<file path="config.mk">
export PLATFORM = sky130hd
export DESIGN_NAME = memory_read_mux_3ins
export DESIGN_NICKNAME = d
export VERILOG_FILES = /design/src/rtl/memory_read_mux_3ins.sv
export SDC_FILE = /design/constraint.sdc
export NUM_CORES = 1
export LEC_CHECK = 0
export ABC_AREA = 1
export CORE_ASPECT_RATIO = 2
export CORE_UTILIZATION = 30
export CTS_CLUSTER_SIZE = 24
export DETAILED_ROUTE_END_ITERATION = 8
export GPL_TIMING_DRIVEN = 0
export PLACE_DENSITY = 0.67
export SLEW_MARGIN = 20
export SYNTH_ARGS = -nofsm -noshare
export SYNTH_HDL_FRONTEND = slang
export SYNTH_SLANG_ARGS = --single-unit
</file>
<file path="constraint.sdc">
create_clock -name clk -period 1.8 [get_ports clk]
set_clock_uncertainty 0.2 [all_clocks]
set_input_delay 0.36 -clock clk [delete_from_list [all_inputs] [get_ports clk]]
set_output_delay 0.36 -clock clk [all_outputs]
set_load 0.01 [all_outputs]
</file>
<file path="src/rtl/memory_read_mux_3ins.sv">
// Read-return merge for the CPU data-memory interface.
// Each read request's region select travels as a tag through a pipeline
// that matches the memories' read latency; when the tag reaches the last
// stage, the matching region's read data is registered onto data_out.
module memory_read_mux_3ins #(
  parameter int                    DATA_WIDTH   = 16,
  parameter int                    READ_LATENCY = 2,   // legal range 1..4
  parameter logic [DATA_WIDTH-1:0] DEFAULT_DATA = '0
) (
  input  logic                  clk,
  input  logic                  reset,
  input  logic                  rd_req,
  input  logic [1:0]            rd_select,
  input  logic [DATA_WIDTH-1:0] data_in_0,
  input  logic [DATA_WIDTH-1:0] data_in_1,
  input  logic [DATA_WIDTH-1:0] data_in_2,
  output logic [DATA_WIDTH-1:0] data_out,
  output logic                  data_valid,
  output logic                  sel_err,
  output logic                  busy,
  output logic [2:0]            outstanding
);

  localparam logic [1:0] SEL_REGION_0 = 2'b00;
  localparam logic [1:0] SEL_REGION_1 = 2'b01;
  localparam logic [1:0] SEL_REGION_2 = 2'b10;

  // Tag pipeline: stage 0 is the newest request, stage READ_LATENCY-1
  // lines up with the cycle in which the memories present its data.
  logic [READ_LATENCY-1:0] stage_valid;
  logic [1:0]              stage_sel [READ_LATENCY];

  logic       last_valid;
  logic [1:0] last_sel;

  assign last_valid = stage_valid[READ_LATENCY-1];
  assign last_sel   = stage_sel[READ_LATENCY-1];

  // Advance the valid bits every cycle; reset discards every in-flight tag.
  always_ff @(posedge clk) begin
    // NOTE: sequential state uses non-blocking assignments so every stage
    // samples its predecessor's value from before this edge.
    if (reset) begin
      stage_valid <= '0;
    end else begin
      stage_valid[0] <= rd_req;
      for (int k = 1; k < READ_LATENCY; k++) begin
        stage_valid[k] <= stage_valid[k-1];
      end
    end
  end

  // Advance the select payload; it only matters alongside a set valid bit.
  always_ff @(posedge clk) begin
    // NOTE: the select payload is deliberately not reset -- the valid bits
    // alone decide whether a stage means anything, so clearing them is enough.
    stage_sel[0] <= rd_select;
    for (int k = 1; k < READ_LATENCY; k++) begin
      stage_sel[k] <= stage_sel[k-1];
    end
  end

  // Register the region data selected by the retiring tag; hold otherwise.
  always_ff @(posedge clk) begin
    if (reset) begin
      data_out   <= '0;
      data_valid <= 1'b0;
      sel_err    <= 1'b0;
    end else begin
      data_valid <= last_valid;
      if (last_valid) begin
        case (last_sel)
          SEL_REGION_0: data_out <= data_in_0;
          SEL_REGION_1: data_out <= data_in_1;
          SEL_REGION_2: data_out <= data_in_2;
          default: begin
            data_out <= DEFAULT_DATA;
            sel_err  <= 1'b1;   // sticky until reset
          end
        endcase
      end
    end
  end

  // Count the valid tag stages to report requests still in flight.
  always_comb begin
    // NOTE: the count gets a default before the loop so no path leaves it
    // unassigned, which would otherwise infer a latch.
    outstanding = '0;
    for (int k = 0; k < READ_LATENCY; k++) begin
      outstanding = outstanding + {2'b00, stage_valid[k]};
    end
  end

  assign busy = (outstanding != 3'd0);

endmodule

</file>
==> results.ini <==
[global_routing]
antenna_found_initial = 0
grt_pass1_vias = 1402
grt_pass1_wl_um = 6110
grt_max_degree = 18
grt_usage_pct = 19.5
grt_overflow = 0

[die]
start_util_pct = 31.3
ios = 75
die_w_um = 47.0
fp.dieH_um = 92.1
core.rowCount = 32
core_um2 = 3880
dieArea_um2 = 4330

[synthesis]
yosysSeqAreaShare_pct = 39.5
yosys.cell_types.count = 17
synth_ff_type = dfxtp_1
syn_avg_cell_area_um2 = 7.38
synth_edf_count = 0
ys_ff_latch = 24
synthCells = 165
synthesis.nets = 220
yosysWarnings = 0
async_flop_share_pct = 0
netlist_area_um2 = 1220

[route]
routedWlPerCell_um = 13.2
via_per_inst = 4.61
drt_iter0_markers = 20
ant_nets = 0
top_layer = met4
totalWireLength_um = 3860
wl_met1_um = 1480
wl_met3_um = 159
dr.pass1.iters = 4
vias = 1350
drc_errors = 0
met2_length_um = 2140

[setup_path]
rr_startpoint = stage_sel[0][2]
critPathMaxFanout = 2
rr_endpoint = data_out[9]
reg2reg_depth = 7
arrival_ns = 1.18
crit_type = reg2out
critPathLaunchType = flip-flop
required_ns = 1.24
r2r_slack_ns = 0.42
end_kind = output port

[sta]
whs_ns = 0.133
period_minus_slack_ns = 1.74
setup_viol = 0
worst_pin_slew_ns = 0.505
max_freq_mhz = 573
post-route-period-util_pct = 96.9
maxSlewViolCount = 0
hold_violations = 0
max_slew_margin_pct = 66.4
rsz0062_at_grt = no

[final_layout]
n_antenna_cell = 0
areaGrowthSynthToFinish_pct = 71.4
finalNetCount = 298
drive_above_1_share_pct = 12.4
final_common_cell = clkdlybuf4s50_1
mostFrequentLayoutCells = clkdlybuf4s50_1 (69), nand2_1 (48), nand3_1 (48)

[clock_tree]
cts_tree = yes
clk_path_buf_depth = 2
cts-root-buf = clkbuf_8
cts_hold_buffers = 0
htreeDepth = 1
clkTransAtPathRegs_ns = 0.09
cts_made_buffers = 3
cts_num_sinks = 24
clk_latency_ns = 0.26

[placement]
io_buffer_count = 72
place_congestion = 0.730
hpwl_um = 2900

[power]
ir_drop_mv = 0.568
power_uw = 1320
p_per_area_nw_per_um2 = 634
power.leakage_uw = 0.000818

[min_path]
whs_path_depth = 0
holdCritStartpoint = stage_sel[0][0]
hold_end = stage_sel[0][2]
hold_path.class = reg2reg

[status]
outcome = complete, no violations

[job]
timing.max_cap.violations = 0

[worst max-delay path, stage by stage, from the launching register on]
cell and delay, ns:
dfxtp_2 0.35, buf_6 0.12, clkinv_8 0.05, ha_1 0.26
buf_2 0.14
[flip-flops by register name, summed over array words and instances (netlist names)]
signal,cells
data_out,16
stage_sel,4
data_valid,1
stage_valid,2
sel_err,1
[kinds of logic after synthesis]
logic type                 synth area share [%]
and+or+nand+nor                            37.9
buffers and inverters                      11.4
adders and majority gates                  2.06
other                                     0.308
DFF                                        39.5
AOI/OAI and AO/OA                          8.84
[routing by layer]
metal	track usage (%)	vias to the layer above
li1	-	696
met1	19.7	601
met2	36.3	47
met3	2.17	6
met4	8.57	0
met5	0	-
[Yosys cell counts (2+ instances only)]
library cell	instances	area share, %
inv_1	4	1.2
dfxtp_1	24	39
buf_4	6	3.7
buf_6	4	3.7
a21oi_1	11	4.5
a21oi_2	6	4.3
ha_1	2	2.1
nand3_1	48	20
nor2_1	3	0.92
clkbuf_1	2	0.62
nand2_1	48	15
inv_2	2	0.62
[metrics by stage]
stage / cell area, um^2 / setup WS [ns] / utilization [%] / instances / TNS (ns)
global route: 2090 / 0.00987 / 53.7 / 293 / 0
finish: 2090 / 0.0552 / 53.7 / 293 / 0
global placement: 2000 / -0.545 / 51.5 / 288 / -1.04
floorplan: 1220 / 0.111 / - / 165 / 0
detailed placement: 2000 / -0.561 / 51.5 / 288 / -1.06
CTS: 2090 / 0.0176 / 53.9 / 293 / 0
[cell type report]
cell class / count / area, um^2
Buffer: 12 / 109
Fill cell: 413 / 1800
Tap cell: 51 / 63.8
Inverter: 7 / 38.8
Clock inverter: 1 / 30.0
Timing Repair Buffer: 74 / 724
Clock buffer: 3 / 41.3
Multi-Input combinational cell: 121 / 598
Sequential cell: 24 / 482
[how the worst max path moves through the flow]
stage                     endpoint      startpoint  cells after the start  slack, ns
floorplan           outstanding[0]  stage_valid[1]                      4       0.11
global placement    outstanding[0]  stage_valid[1]                      5      -0.54
detailed placement  outstanding[0]  stage_valid[1]                      5      -0.56
CTS                           busy  stage_valid[1]                      5       0.02
global route        outstanding[0]  stage_valid[1]                      4       0.01
finish              outstanding[0]  stage_valid[1]                      4       0.06
[what timing repair did]
| item | 4_1_cts | 5_1_grt |
|---|---|---|
| gates resized for setup | 12 | 1 |
| setup buffers | 2 | 0 |
| setup endpoints to repair | 3 | 1 |
[power breakdown]
part | total, uW | switching (uW) | internal, uW
clock | 473 | 176 | 297
sequential | 558 | 8.62 | 549
combinational | 293 | 120 | 174
Note: power is estimated with default switching activity, not from simulation.
